$ cat src/rtl/operand_decode_stage.sv
// operand_decode_stage: decode-to-execute operand stage.
//   Extends the raw immediate, selects each source operand from the EX/MEM
//   forwarding paths or the register file, and registers the result in a
//   one-entry valid/ready output register. A two-state hazard FSM inserts a
//   single bubble on a load-use dependency against the EX stage.
// Ports:
//   clk, rst_n                       clock, async active-low reset
//   in_valid / in_ready              upstream handshake (in_ready combinational)
//   imm_off, imm_zext                raw immediate and extension mode
//   rs1/rs2_addr, rs1/rs2_rdata      source indices and register-file data
//   ex_wr_en/rd_addr/rd_data/is_load EX-stage writeback and load flag
//   mem_wr_en/rd_addr/rd_data        MEM-stage writeback
//   flush                            kill held and incoming instruction
//   out_valid / out_ready            downstream handshake
//   extd_imm_off, alu_rs1/rs2_data   registered payload
//   load_use_stall                   combinational load-use bubble indicator
module operand_decode_stage #(
  parameter int unsigned DATA_W = 16,
  parameter int unsigned IMM_W  = 8,
  parameter int unsigned RA_W   = 3
) (
  input  logic              clk,
  input  logic              rst_n,
  input  logic              in_valid,
  output logic              in_ready,
  input  logic [IMM_W-1:0]  imm_off,
  input  logic              imm_zext,
  input  logic [RA_W-1:0]   rs1_addr,
  input  logic [RA_W-1:0]   rs2_addr,
  input  logic [DATA_W-1:0] rs1_rdata,
  input  logic [DATA_W-1:0] rs2_rdata,
  input  logic              ex_wr_en,
  input  logic [RA_W-1:0]   ex_rd_addr,
  input  logic [DATA_W-1:0] ex_rd_data,
  input  logic              ex_is_load,
  input  logic              mem_wr_en,
  input  logic [RA_W-1:0]   mem_rd_addr,
  input  logic [DATA_W-1:0] mem_rd_data,
  input  logic              flush,
  output logic              out_valid,
  input  logic              out_ready,
  output logic [DATA_W-1:0] extd_imm_off,
  output logic [DATA_W-1:0] alu_rs1_data,
  output logic [DATA_W-1:0] alu_rs2_data,
  output logic              load_use_stall
);

  typedef enum logic {
    RUN    = 1'b0,
    BUBBLE = 1'b1
  } state_t;

  state_t            state_q, state_d;
  logic              out_valid_q, out_valid_d;
  logic [DATA_W-1:0] imm_q, imm_d;
  logic [DATA_W-1:0] rs1_q, rs1_d;
  logic [DATA_W-1:0] rs2_q, rs2_d;

  logic              imm_fill;
  logic [DATA_W-1:0] imm_ext;
  logic [DATA_W-1:0] rs1_fwd;
  logic [DATA_W-1:0] rs2_fwd;
  logic              ex_load_hit;
  logic              out_free;
  logic              capture;

  // Immediate extension; fill bit is 0 for zero-extend, sign bit otherwise.
  assign imm_fill = !imm_zext && imm_off[IMM_W-1];

  if (IMM_W == DATA_W) begin : g_imm_pass
    assign imm_ext = imm_off;
  end else begin : g_imm_ext
    localparam int unsigned EXT_W = DATA_W - IMM_W;
    assign imm_ext = {{EXT_W{imm_fill}}, imm_off};
  end

  // Operand 1 forwarding: EX non-load result wins over MEM, then register file.
  always_comb begin
    rs1_fwd = rs1_rdata;
    if (ex_wr_en && !ex_is_load && (ex_rd_addr == rs1_addr)) begin
      rs1_fwd = ex_rd_data;
    end else if (mem_wr_en && (mem_rd_addr == rs1_addr)) begin
      rs1_fwd = mem_rd_data;
    end
  end

  // Operand 2 forwarding, independent of operand 1.
  always_comb begin
    rs2_fwd = rs2_rdata;
    if (ex_wr_en && !ex_is_load && (ex_rd_addr == rs2_addr)) begin
      rs2_fwd = ex_rd_data;
    end else if (mem_wr_en && (mem_rd_addr == rs2_addr)) begin
      rs2_fwd = mem_rd_data;
    end
  end

  // Load in EX targets a source we need; only meaningful while in RUN.
  assign ex_load_hit = ex_wr_en && ex_is_load &&
                       ((ex_rd_addr == rs1_addr) || (ex_rd_addr == rs2_addr));

  assign load_use_stall = (state_q == RUN) && in_valid && ex_load_hit;
  assign out_free       = !out_valid_q || out_ready;
  assign in_ready       = out_free && !load_use_stall;
  // flush does not gate in_ready, but it does block the capture itself.
  assign capture        = in_valid && in_ready && !flush;

  // Next-state and output-register update.
  always_comb begin
    state_d     = state_q;
    out_valid_d = out_valid_q;
    imm_d       = imm_q;
    rs1_d       = rs1_q;
    rs2_d       = rs2_q;

    if (flush) begin
      out_valid_d = 1'b0;
      state_d     = RUN;
    end else begin
      case (state_q)
        RUN: begin
          if (load_use_stall && out_free) begin
            // Insert the bubble; the load result reaches MEM next cycle.
            state_d     = BUBBLE;
            out_valid_d = 1'b0;
          end else if (capture) begin
            out_valid_d = 1'b1;
            imm_d       = imm_ext;
            rs1_d       = rs1_fwd;
            rs2_d       = rs2_fwd;
          end else if (out_ready) begin
            out_valid_d = 1'b0;
          end
        end
        BUBBLE: begin
          state_d = RUN;
          if (capture) begin
            out_valid_d = 1'b1;
            imm_d       = imm_ext;
            rs1_d       = rs1_fwd;
            rs2_d       = rs2_fwd;
          end else if (out_ready) begin
            out_valid_d = 1'b0;
          end
        end
        default: begin
          state_d     = RUN;
          out_valid_d = 1'b0;
        end
      endcase
    end
  end

  // State and output registers.
  always_ff @(posedge clk or negedge rst_n) begin
    if (!rst_n) begin
      state_q     <= RUN;
      out_valid_q <= 1'b0;
      imm_q       <= '0;
      rs1_q       <= '0;
      rs2_q       <= '0;
    end else begin
      state_q     <= state_d;
      out_valid_q <= out_valid_d;
      imm_q       <= imm_d;
      rs1_q       <= rs1_d;
      rs2_q       <= rs2_d;
    end
  end

  assign out_valid    = out_valid_q;
  assign extd_imm_off = imm_q;
  assign alu_rs1_data = rs1_q;
  assign alu_rs2_data = rs2_q;

endmodule

$ cat config.mk
export PLATFORM = sky130hd
export DESIGN_NAME = operand_decode_stage
export DESIGN_NICKNAME = d
export VERILOG_FILES = /design/src/rtl/operand_decode_stage.sv
export SDC_FILE = /design/constraint.sdc
export NUM_CORES = 1
export LEC_CHECK = 0
export BUFFER_PORTS_ARGS = -buffer_cell sky130_fd_sc_hd__buf_2
export CAP_MARGIN = 10
export CORE_UTILIZATION = 45
export DETAILED_ROUTE_END_ITERATION = 8
export GPL_TIMING_DRIVEN = 1
export HOLD_SLACK_MARGIN = 0.06
export PLACE_DENSITY = 0.86
export SKIP_LAST_GASP = 1
export SLEW_MARGIN = 30
export SYNTH_ARGS = -nofsm -noshare
export SYNTH_HDL_FRONTEND = slang
export SYNTH_SLANG_ARGS = --single-unit
export TNS_END_PERCENT = 20
$ cat constraint.sdc
create_clock -name clk -period 2.8 [get_ports clk]
set_input_delay 0 -clock clk [delete_from_list [all_inputs] [get_ports clk]]
set_output_delay 0 -clock clk [all_outputs]
set_load 0.02 [all_outputs]
Word-level counts from Yosys, hierarchy flattened
Cells that the tools add are included.

Eq/ne operators: 5. Muxes and demuxes: 21. Bitwise gates (word level): 2. Reductions and logical operators: 22.

Operators by type and width (number): 16-bit 2-to-1 mux (10); 16-bit one-hot mux with 2 select lines (3); 1-bit logical AND (14); 3-bit equality test (4); 1-bit 2-to-1 mux (6); 1-bit zero test (5); 1-bit one-hot mux with 2 select lines (2); 1-bit logical OR (2); 2-bit inequality test, second input constant (1); 1-bit NOT (2); 2-bit AND reduction (1).

Flip-flop bits (word level): 50. Bits of input ports: 93. Output and inout bits: 51. Logic and storage cells: 55.

Logic depth before layout (Yosys ltp)
Gate-level depths: netlist of run 1.

Depth after elaboration: 12. Gate-level depth with buffers: 7. Depth with buffers taken out: 4.

Worst setup path before layout of run 1
OpenSTA, ideal clock, no wires.

Path type: register to register. From: reg out_valid_q, in the netlist out_valid. To: reg imm_q[14], in the netlist extd_imm_off[14]. Data arrival time: 1.950 ns. Setup slack: 0.722 ns. Stages on the path, launching flop included: 8. Path buffers: 3. Period minus slack after synthesis: 2.078 ns. Cells stage by stage: dfrtp_1 -> nor2b_1 -> or3_1 -> clkbuf_1 -> or3_1 -> buf_2 -> buf_2 -> mux2_1.

Word-level cells in the longest chain between the ends: 8.

RTL lines: from (decl) (line 54) `logic out_valid_q, out_valid_d;`; from (signal assigned) (line 163) `out_valid_q <= out_valid_d;`; 1-bit zero test (*) (line 102) `assign out_free = !out_valid_q || out_ready;`; 1-bit logical OR (*) (line 102); 1-bit logical AND (line 103) `assign in_ready = out_free && !load_use_stall;`; 1-bit logical AND (2 in series) (line 105) `assign capture = in_valid && in_ready && !flush;`; 16-bit 2-to-1 mux (2 in series); 16-bit one-hot mux with 2 select lines; to (signal assigned) (line 164) `imm_q <= imm_d;`; to (decl) (line 55) `logic [DATA_W-1:0] imm_q, imm_d;`.

Every way passes the cells marked *; elsewhere a longest branch is shown, timed or not. The select of a mux whose other input is x is not followed. A chain may end at the register's enable or synchronous reset.

Final worst setup path of run 1
From: reg state_q. To: reg state_q.

Word-level cells in the longest chain between the ends: 7.

RTL lines: from (decl) (line 53) `state_t state_q, state_d;`; from (signal assigned) (line 162) `state_q <= state_d;`; 1-bit NOT; 1-bit logical AND (2 in series) (line 101) `assign load_use_stall = (state_q == RUN) && in_valid && ex_load_hit;`; 1-bit logical AND (line 121) `if (load_use_stall && out_free) begin`; 1-bit 2-to-1 mux (line 121); 1-bit one-hot mux with 2 select lines (*) (line 119) `case (state_q)`; 1-bit 2-to-1 mux (*) (line 115) `if (flush) begin`; named net state_d (line 53).

Mark *: on every way through the listed nets, which the timed path passes. The rest lies on a longest branch.

==> results of run 1 <==
## metal layers
layer / routed length, um / vias to the layer above
met2: 4270 / 189
met4: 239 / 0
met3: 837 / 22
li1: - / 1380
met1: 3720 / 1433
met5: 0 / -
## final timing paths
kind                       cells after the start  slack, ps                to             from
min reg2reg                                    1        490   extd_imm_off[4]  extd_imm_off[4]
min                                            3         60   alu_rs2_data[9]     rs2_rdata[9]
max reg2reg                                    6        210           state_q          state_q
max                                            6        210           state_q          state_q
max in group asynchronous                      2       2180         out_valid            rst_n
min in group asynchronous                      2        230  alu_rs2_data[14]            rst_n
## Yosys cell counts
library cell,n
dfrtp_1,43
buf_8,2
xor2_1,12
a211o_1,22
buf_4,7
mux2_1,9
nor4_2,2
buf_6,2
or3_1,2
nor3_1,2
nor2b_1,2
dlygate4sd1_1,2
o21a_1,1
clkbuf_1,19
nor4_1,35
nand2b_1,2
o21ai_1,1
a211o_2,10
nand2_1,16
inv_1,1
or4b_1,2
nor2_1,18
nand3b_1,1
a32o_1,32
buf_2,5
a21oi_1,32
## report_power, final
group          switching, uW  leakage [uW]  internal (uW)
clock                    205     0.0000612            289
combinational            475       0.00128            315
sequential              76.1      0.000531            741
## logic make-up after synthesis
| family | count (synthesis) | synth area share, % |
|---|---|---|
| AO/OA/AOI/OAI | 98 | 28.7 |
| XOR/XNOR | 12 | 3.84 |
| buffers and inverters | 38 | 8.14 |
| flip-flops | 43 | 39.3 |
| multiplexers | 9 | 3.70 |
| AND/OR/NAND/NOR | 82 | 16.3 |
## area by class of cell
cell class | count | area, um^2
clock buffers | 6 | 82.6
flip-flops and latches | 43 | 1080
fillers | 508 | 2190
multi-input cells | 201 | 1470
repair buffers | 168 | 936
clock inverters | 2 | 35.0
inverters | 1 | 3.75
well taps | 75 | 93.8
## per-stage QoR
stage          instances  total power, uW  setup slack [ps]
2_1_floorplan        282             1300               722
3_3_place_gp         476             1570               713
3_5_place_dp         476             1590               581
4_1_cts              496             2100               287
5_1_grt              496             2200              37.3
6_report             496             2100               205
## registers in the layout (all words and copies together), names as in the netlist
signal and count:
alu_rs1_data 16, alu_rs2_data 16, extd_imm_off 9, out_valid 1
state_q 1
## worst max-delay path, delay by kind of cell (launching register included)
kind,cells,cell delay (ps)
AND/OR/NAND/NOR,4,1340
buffers and inverters,2,840
flip-flops,1,360
## what timing repair did
item                      4_1_cts  5_1_grt
hold endpoints to repair       53        0
gates resized for setup         0        0
hold buffers                   12        0
==> flow_results.org, run 1 <==
** Status
- The run finished with clean final reports.

** Finish
- The number of antenna diodes in the final layout is 0.
- Relative to the synthesized area, the layout overhead comes to 35.1%.
- Final non-filler cell area :: 3700 um^2
- The library cell used most frequently in the layout, excluding fill and tap cells, is buf_2.
- Layout cells sized above 1 :: 42.5%
- Leaving out fill and tap cells, the most frequent cells in the layout are buf_2 (142), dfrtp_1 (43), nor4_1 (35).
- In the final design database the tool counted 513 nets.
- Cells fill 62.8% of the core in the end.

** GRT
- For met1 alone, demand over resource in global routing was 38.6%.
- Initial antenna violation count :: 0
- Entering global routing, the biggest net connects 44 pins.
- For met3 alone, demand over resource in global routing was 5.14%.
- In the global route stage, met2 resource usage came out at 44.7%.
- Global routing used 28.0% of the available tracks across all layers.
- Most crowded layer after global routing :: met2
- The total overflow left after global routing is 0.
- The first global-routing pass estimated 13800 um of wire.
- Number of global-route vias before repair :: 2692

** STA
- Achievable Freq :: 385 MHz
- Measured against its own limit, the worst slew margin works out to 47.5%.
- The number of max-slew violations in the final report was 0.
- Final period demand of the worst path :: 2590 ps
- Number of endpoints failing setup at the final stage :: 0
- The count of endpoints failing hold in the final timing report came to 0.
- Setup repair after global routing left no endpoint under its margin.
- The tightest hold path in the finished design has a slack of 59.0 ps.
- Clock skew on the completed layout was measured at 12.6 ps.
- Transition time at the pin with the least slew margin :: 782 ps
- The worst path uses 92.7% of the clock period.
- Aggregate negative setup slack :: 0 ps

** Power
- Pwr Density :: 568 nW/um^2
- Reported leakage power :: 0.00187 uW
- Peak ir drop on the vdd network :: 0.000452 V

** CTS
- Maximum buffer depth of the clock tree :: 2
- Clock tree from TritonCTS :: yes
- Post-CTS timing repair inserted 0 buffers for setup.
- After clock tree synthesis, the clock-pin slew on the worst setup and hold paths is 80 ps.
- Buffer type at the clock tree root :: clkbuf_8
- Clock tree synthesis inserted a total of 5 buffers.
- CTS H-Tree Depth :: 2
- Clock insertion delay at the later pin of the skew report :: 300 ps
- The clock drives 43 sinks.

** Worst setup path
- Data required time at the worst endpoint :: 3030 ps
- Worst Path Arrival :: 2820 ps
- Crit-path cells :: nand3b_1 -> nor4_1 -> nor2_4 -> buf_4 -> nor4_1 -> dlygate4sd3_1
- CP peak stage delay :: 620 ps
- Launching element type of the critical path :: flop
- Crit-path max FO :: 28
- Library cell contributing the largest single delay on the critical path :: nor4_1
- In this design, the critical path's most frequently occurring cell is nor4_1.
- Type of destination of the critical path :: flop
- The worst setup path is of the flop to flop kind.

** Logic synthesis
- Sorting the synthesized cells by area gives the leading types as dfrtp_1 (39%), a32o_1 (12%), nor4_1 (8.0%).
- Summing every instance area after synthesis gives 2740 um^2.
- Post-synthesis cell count :: 282
- Yosys printed 0 warnings.
- The netlist uses 26 different library cells.
- After synthesis, the mean cell area works out to 9.71 um^2.
- Synthesis-stage register bit count :: 43
- When the netlist entered floorplanning its net count stood at 375.
- Summed over all instances, the cell type with the most area after synthesis is dfrtp_1.
- Part of the Yosys area used for sequential elements :: 39.3%
- Top-area cell type share of the netlist area :: 39.3%

** Route
- Number of routed nets with antenna violations :: 0
- Total detailed-routing wirelength :: 9060 um
- Across all layers, the routed design uses 3024 vias.
- Via count normalized by instance count :: 6.10
- Detail-routed net length per standard cell :: 18.3 um
- Pre-antenna DRT Iters :: 7
- After the first detailed-routing iteration, the DRC count stood at 221.
- DRC errors left :: 0

** Die
- I/O pin count :: 144
- Core box area :: 5890 um^2
- Number of placement rows :: 28
- The die covers 6400 um^2.
- Effective utilization at floorplan :: 46.5%
- Die width :: 80.0 um
- Vertical die dimension :: 80.0 um

** Place
- Dpl hpwl :: 6640 um
- Buffers placed on the I/O ports in this run total 143.
- Summing all placed instances gives a cell area of 3460 um^2.
- At the end of routability-driven placement, the weighted congestion stood at 0.908.

** Run
- Across the run, the number of max-cap violations was 0.

** Worst hold path
- In this run the worst hold path is classified as input port to flop.
No activity file was read; power rests on OpenSTA's default activity.
==> run 2: changes to the inputs <==
--- a/config.mk
+++ b/config.mk
@@ -7,11 +7,13 @@
 export LEC_CHECK = 0
 export BUFFER_PORTS_ARGS = -buffer_cell sky130_fd_sc_hd__buf_2
 export CAP_MARGIN = 10
-export CORE_UTILIZATION = 45
+export CELL_PAD_IN_SITES_DETAIL_PLACEMENT = 0
+export CELL_PAD_IN_SITES_GLOBAL_PLACEMENT = 2
+export CORE_UTILIZATION = 25
 export DETAILED_ROUTE_END_ITERATION = 8
 export GPL_TIMING_DRIVEN = 1
 export HOLD_SLACK_MARGIN = 0.06
-export PLACE_DENSITY = 0.86
+export PLACE_DENSITY = 0.85
 export SKIP_LAST_GASP = 1
 export SLEW_MARGIN = 30
 export SYNTH_ARGS = -nofsm -noshare
==> run 2 against run 1 <==
  * Critical path depth is the same
  * First-iteration DRC count grew 38%
  * Final cell count grew 13%
  * Combinational power grew 1%
  * Non-clock buffer count grew 1
  * Critical endpoint unchanged
==> flow_results.org, run 2 (same netlist as run 1, synthesis figures left out) <==
** CTS
- Total of cells resized after clock tree synthesis :: 0
- Hold-fix buffer count after cts :: 13
- CTS H-Tree Depth :: 2
- TritonCTS created 5 clock buffers.
- The clock drives 43 sinks.
- The clock passes through at most 2 buffers.
- CTS clk-pin slew, worst paths :: 80 ps
- Post-CTS Setup Repair Bufs :: 0
- Clock insertion delay at the later pin of the skew report :: 290 ps
- TritonCTS built the clock tree.
- Buffer type at the clock tree root :: clkbuf_8

** Place
- During placement, the flow inserted port buffers numbering 143.
- Dpl hpwl :: 7920 um
- GP Congestion :: 0.807

** Power
- In this run, flip-flops and latches consume 40.4% of the power.
- Switching part of the total :: 38.1%
- Pint :: 1250 uW
- Logic pwr share :: 39.6%
- In this run the power density over the cells is 540 nW/um^2.
- Reported leakage power :: 0.00185 uW
- Peak ir drop on the vdd network :: 0.000173 V
- For this design the total switching power over the nets is 769 uW.
- Fraction of power consumed by the clock network :: 20.0%

** STA
- The number of max-slew violations in the final report was 0.
- For this run, the top clock speed supported by timing is 448 MHz.
- On the final layout, the worst clock skew is 5.70 ps.
- Final period demand of the worst path :: 2230 ps
- Setup violations remaining at the end of the flow were counted as 0.
- Unrepaired setup endpoints after global routing :: false
- The worst pin sits at a relative slew slack of 47.1%.
- For the final routed database, the setup TNS stands at 0 ps.
- Across all hold checks on the routed design, the worst slack comes to 85.1 ps.
- In the finished design, the share of the clock period the worst path needs comes to 79.7%.
- For the pin with the worst max-slew slack, the measured transition is 794 ps.
- The count of endpoints failing hold in the final timing report came to 0.

** Worst setup path
- The most numerous cell type found on the critical path is nor4_1.
- Worst Path Arrival :: 2460 ps
- Setup CP Type :: flop to flop
- In this run the critical register-to-register path is launched from state_q.
- Data required time at the worst endpoint :: 3030 ps
- CP peak stage delay :: 580 ps
- Grouping stages by cell kind, the critical path spends the most delay in simple AND/OR/NAND/NOR gates.
- Setup slack on the worst reg-to-reg path comes out at 570 ps.
- Crit-path cells :: nand3b_1 -> nor4_1 -> nor2_2 -> buf_4 -> nor4_1 -> dlygate4sd3_1
- In this run the worst setup path begins at state_q.
- The critical path runs through a total of 6 cells.
- Counting cells, the worst reg-to-reg path comes to 6.
- Type of destination of the critical path :: flop
- Worst path buffer plus inverter count :: 2
- Capture instance of the worst register-to-register path :: state_q
- Along the worst path, the maximum fanout reaches 35.
- Launching element type of the critical path :: flop
- Following the worst setup path forward leads to its endpoint at state_q.
- On the critical path, the stage with the largest delay is an instance of dlygate4sd3_1.

** Finish
- Footprint of the multi-input gates :: 1450 um^2
- In the final layout, flip-flops and latches occupy 1080 um^2.
- The area growth from synthesis to layout is 36.5%.
- Leading cell type in the layout, fill and taps excluded :: buf_2
- The top cell types in the final layout, fill and taps aside, are buf_2 (142), dfrtp_1 (43), nor4_1 (35).
- Layout cells sized above 1 :: 42.3%
- After the last flow step, the layout net total stands at 514.
- Number of filler cells placed in the layout :: 1106

** Status
- The run finished with clean final reports.

** Die
- The initial utilization of the core area, before any placement, comes to 26.2%.
- The die covers 11400 um^2.
- 144 I/O pins were placed.
- The die is 107 um tall.
- From left edge to right edge, the die measures 107 um.
- The core region is 10500 um^2.
- Number of placement rows :: 37

** Route
- The final route contains 2908 vias.
- DRC errors left :: 0
- The routed design has 10300 um of wire.
- The detail route stage leaves a number of antenna-violating nets equal to 0.
- Via count normalized by instance count :: 5.21
- Number of DRC markers after the initial detailed-route iteration :: 304
- The first detailed-routing pass ran for 5 iterations.
- Dividing the detail-routed wire length by the instance count gives 18.5 um.

** GRT
- Entering global routing, the biggest net connects 44 pins.
- The number of global-route vias before repair was 2889.
- Initial antenna violation count :: 1
- Global routing consumed, over all layers together, 17.9% of the routing resources.
- First-pass GRT wire length :: 15800 um
- For this run the aggregate overflow at the end of global routing stands at 0.

** Run
- Max-cap violations in this run came to 0.

** Worst hold path
- The worst hold path belongs to the class input port to flop.
- Hold Path Cell Cnt :: 3
- The startpoint identified for the worst hold timing path is rs1_rdata[3].
[run 2: cell types whose count changed in the layout (fill, tap and decap cells not counted), moves of 2 or more]
cell and delta:
nor3_1 -2, nor3_2 +2, xor2_1 +2, xor2_2 -2
[run 2: power by group through the flow]
stage | Combinational (uW) | Sequential (uW) | Clock [uW]
3_5_place_dp | 785 | 827 | 0
6_report | 799 | 816 | 404
2_1_floorplan | 334 | 967 | 0
4_1_cts | 801 | 817 | 413
3_3_place_gp | 779 | 822 | 0
5_1_grt | 855 | 831 | 441
[run 2: worst reg2reg max path, cell delays in order (launching register included)]
cell and delay, ps:
dfrtp_1 360, nand3b_1 180, nor4_1 460, nor2_2 70, buf_4 260, nor4_1 260
dlygate4sd3_1 580
[run 2: metrics by stage]
stage,cells,cell area (um^2),setup slack (ps),power (uW),utilization (%)
2_1_floorplan,282,2740,722,1300,-
3_3_place_gp,537,3510,700,1600,33.6
3_5_place_dp,537,3510,597,1610,33.6
4_1_cts,557,3730,539,2030,35.7
5_1_grt,557,3730,395,2130,35.7
6_report,558,3740,567,2020,35.7
[run 2: worst min path at each step]
stage / endpoint / slack (ps)
2_1_floorplan: alu_rs1_data[0] / -300
3_3_place_gp: extd_imm_off[2] / 190
3_5_place_dp: state_q / 200
4_1_cts: alu_rs1_data[1] / 80
5_1_grt: alu_rs2_data[8] / 90
6_report: alu_rs1_data[3] / 90
[run 2: layer usage]
metal	routed length, um	share of wire [%]	global-route usage [%]
met5	0	0	0
met3	878	8.5	4.32
met1	4550	44	24.6
met2	4750	46	28.3
met4	117	1.1	4.01
[run 2: area by class of cell]
class | count | area share (%)
well taps | 136 | 4.55
multi-input cells | 201 | 38.8
diodes | 1 | 0.0670
inverters | 1 | 0.100
clock buffers | 6 | 2.21
flip-flops and latches | 43 | 28.8
repair buffers | 169 | 25.3
clock inverters | 1 | 0.134
==> run 3: changes to the inputs <==
--- a/config.mk
+++ b/config.mk
@@ -5,11 +5,12 @@
 export SDC_FILE = /design/constraint.sdc
 export NUM_CORES = 1
 export LEC_CHECK = 0
+export ABC_AREA = 1
 export BUFFER_PORTS_ARGS = -buffer_cell sky130_fd_sc_hd__buf_2
 export CAP_MARGIN = 10
 export CELL_PAD_IN_SITES_DETAIL_PLACEMENT = 0
 export CELL_PAD_IN_SITES_GLOBAL_PLACEMENT = 2
-export CORE_UTILIZATION = 25
+export CORE_UTILIZATION = 23
 export DETAILED_ROUTE_END_ITERATION = 8
 export GPL_TIMING_DRIVEN = 1
 export HOLD_SLACK_MARGIN = 0.06
==> constraint.sdc (replaced) <==
create_clock -name clk -period 2.2 [get_ports clk]
set_input_delay 0 -clock clk [delete_from_list [all_inputs] [get_ports clk]]
set_output_delay 0 -clock clk [all_outputs]
set_load 0.02 [all_outputs]
==> run 3 against run 2 <==
  * Critical path depth stayed put
  * Area after synthesis is 13% higher
  * Clock power is 80% higher
  * Fmax is 11% higher
  * Clock skew is 2.1 ps lower
  * Core utilization is 3.3 points lower
  * Synthesized cell count is 69% higher
  * Sequential power is 23% higher
  * Largest power group unchanged
==> flow_results.org, run 3 <==
** Logic synthesis
- Number of synthesized flops with an enable pin :: 0
- After synthesis, the most frequently instantiated cells are nand2_1 (196), nand3_1 (66), inv_1 (63).
- Synthesis inferred 43 register bits.
- Proportion of register bits with asynchronous set or reset after synthesis :: 100%
- Of all cell types, the one taking the most synthesized area is dfrtp_1.
- Dominant cells by area after synthesis :: dfrtp_1 (35%), nand2_1 (24%), nand3_1 (11%)
- A synthesized cell averages 6.47 um^2.
- During synthesis, Yosys emitted a total of 0 warnings.
- nand2_1 is the most common cell in the netlist.
- Top-area cell type share of the netlist area :: 34.9%
- Part of the Yosys area used for sequential elements :: 34.9%
- After synthesis, the netlist uses 23 different library cells.
- Cell area after synthesis :: 3080 um^2
- Post-synthesis cell count :: 477
- When the netlist entered floorplanning its net count stood at 570.
- Post-synth top flop :: dfrtp_1

** Run
- Max-cap violations in this run came to 0.

** STA
- The number of max-slew violations in the final report came to 0.
- Number of endpoints failing setup at the final stage :: 0
- The worst pin sits at a relative slew slack of 61.3%.
- For the pin with the worst max-slew slack, the measured transition is 581 ps.
- Count of final hold-check violations :: 0
- Across all hold checks on the routed design, the worst slack comes to 84.0 ps.
- Fraction of the cycle the final worst path needs :: 91.6%
- Setup repair after global routing left no endpoint under its margin.
- Setup slack after layout :: 186 ps
- Aggregate negative setup slack :: 0 ps
- Worst Clk Skew :: 3.58 ps
- Final period demand of the worst path :: 2010 ps
- Achievable Freq :: 496 MHz

** CTS
- The clock reaches the later pin of the worst-skew pair after 280 ps.
- Buffer type at the clock tree root :: clkbuf_16
- Clock-pin slew was measured on the worst setup and hold paths at 60 ps.
- The longest clock path from root to sink contains 2 buffers.
- In this run the number of H-tree levels came out at 2.
- CTS sink count :: 43
- Total of cells resized after clock tree synthesis :: 0
- In this run, CTS created clock tree buffers numbering 5.
- Clock tree from TritonCTS :: yes

** Place
- Worst slack, placed :: 571 ps
- Buffers placed on the I/O ports in this run total 143.
- The congestion estimate from routability-driven global placement came to 0.856.
- Detailed placement ended at an HPWL of 8510 um.

** Worst setup path
- STA puts the critical path data arrival time at 2180 ps.
- Type of destination of the critical path :: flop
- Worst path buffer plus inverter count :: 2
- Setup slack on the worst reg-to-reg path comes out at 190 ps.
- Worst Reg-to-Reg Cells :: 6
- CP Capture Point :: out_valid
- On the worst path, the slowest cell contributes a delay of 570 ps.
- Data required time at the worst endpoint :: 2360 ps
- The critical path starts at state_q.
- Launching element type of the critical path :: flop
- Capture instance of the worst register-to-register path :: out_valid
- Crit-path max FO :: 33
- Crit-path cells :: nor3_1 -> nand2_2 -> nand2_4 -> buf_4 -> o31ai_1 -> dlygate4sd3_1
- The setup path with the least slack is of type flop to flop.
- Reg2reg start :: state_q
- Worst path top cell family by delay :: buffers and inverters
- WP depth :: 6
- Library cell contributing the largest single delay on the critical path :: dlygate4sd3_1

** Route
- After detailed routing, the number of remaining DRC violations is 0.
- Detail-routed net length per standard cell :: 13.7 um
- Pre-antenna DRT Iters :: 5
- After detailed routing, the number of vias per cell comes to 4.39.
- After detailed routing, the total wire length is 10800 um.
- The detailed router placed 3456 vias in this run.
- Number of DRC markers after the initial detailed-route iteration :: 215
- Number of routed nets with antenna violations :: 0

** Worst hold path
- Class of the most critical hold timing path :: input port to flop
- Start point of the worst min-delay path :: ex_rd_data[8]

** GRT
- Largest net degree at the start of global routing :: 44
- The number of global-route vias before repair came to 3392.
- Remaining global-route overflow :: 0
- The first global-routing pass estimated 17400 um of wire.
- Initial antenna violation count :: 0
- Total Routing Usage GR :: 15.8%

** Finish
- 0 antenna diodes ended up in the layout.
- Cells with a size suffix above 1 make up 30.2% of the layout.
- Leading cell types in the layout, fill and taps excluded :: nand2_1 (196), buf_2 (142), nand3_1 (66)
- Layout net count :: 708
- Leaving out fill and tap cells, the most frequent cell in the layout is nand2_1.
- Area growth, synth to finish :: 34.8%

** Power
- Reported leakage power :: 0.00253 uW
- Pwr Density :: 643 nW/um^2
- Peak ir drop on the vdd network :: 0.000299 V

** Die
- Die width :: 118 um
- Number of placement rows :: 41
- Area enclosed by the die boundary :: 13900 um^2
- Measured along the y axis, the die boundary spans 118 um.
- For this configuration, the core starts out at a cell density of 24.0%.
- I/O pin count :: 144
- The region available for standard cell placement spans 12800 um^2.

** Status
- Run status :: complete, no violations
run 3: cell count changes after synthesis, moves of 11 or more:
cell / delta
xor2_1: -12
nand2_2: +15
nand2_1: +180
a21oi_1: -32
a211o_1: -22
nor4_1: -35
nand3_1: +66
buf_2: +11
nor2_1: -14
inv_1: +62
clkbuf_1: -14
a32o_1: -32
nand4_1: +34
run 3: worst min path at each step:
stage | cells past startpoint | slack [ps] | to
final | 5 | 80 | alu_rs1_data[8]
after floorplan | 0 | -300 | alu_rs1_data[0]
after global routing | 5 | 100 | alu_rs2_data[6]
after global placement | 1 | 190 | alu_rs1_data[0]
after CTS | 5 | 90 | alu_rs1_data[2]
after detailed placement | 2 | 210 | out_valid
run 3: logic make-up (layout without fill, tap and decap cells):
family / Yosys count / after routing / share of synthesized area, %
XOR/XNOR: 2 / 2 / 0.568
AO/OA/AOI/OAI: 3 / 3 / 0.568
flip-flops: 43 / 43 / 34.9
AND/OR/NAND/NOR: 332 / 332 / 49.6
buffers and inverters: 97 / 235 / 14.4
run 3: where the power goes:
group          total (uW)  internal (uW)  leakage, uW  switching, uW
Combinational         938            322      0.00192            616
Sequential           1000            926     0.000535           78.5
Clock                 729            443    0.0000727            286
Total                2670           1690      0.00253            980
run 3: metrics by stage:
step,std cells,instance area (um^2),power [uW],utilization [%]
2_1_floorplan,477,3080,1590,-
3_3_place_gp,767,3880,1940,30.3
3_5_place_dp,767,3880,1950,30.3
4_1_cts,787,4160,2720,32.4
5_1_grt,787,4160,2850,32.4
6_report,787,4160,2670,32.4
run 3: layer usage:
metal | track usage (%) | vias to the layer above | share of wire, %
li1 | - | 1756 | -
met1 | 20.3 | 1572 | 44
met2 | 27.4 | 117 | 49
met3 | 3.00 | 11 | 6.1
met4 | 2.96 | 0 | 1.2
met5 | 0 | - | 0
run 3: repair_timing:
| action | 4_1_cts | 5_1_grt |
|---|---|---|
| endpoints found under the hold margin | 54 | 0 |
| hold buffers | 13 | 0 |
| setup buffers | 0 | 0 |
run 3: cell type report:
class	instances	area [um^2]
Clock inverter	1	5.00
Tap cell	172	215
Fill cell	1470	8670
Multi-Input combinational cell	337	1570
Inverter	65	244
Sequential cell	43	1080
Timing Repair Buffer	163	913
Clock buffer	6	139
run 3: worst reg2reg max path, stage by stage (launching register included):
cell	delay (ps)
dfrtp_1	360
nor3_1	230
nand2_2	110
nand2_4	140
buf_4	350
o31ai_1	130
dlygate4sd3_1	570
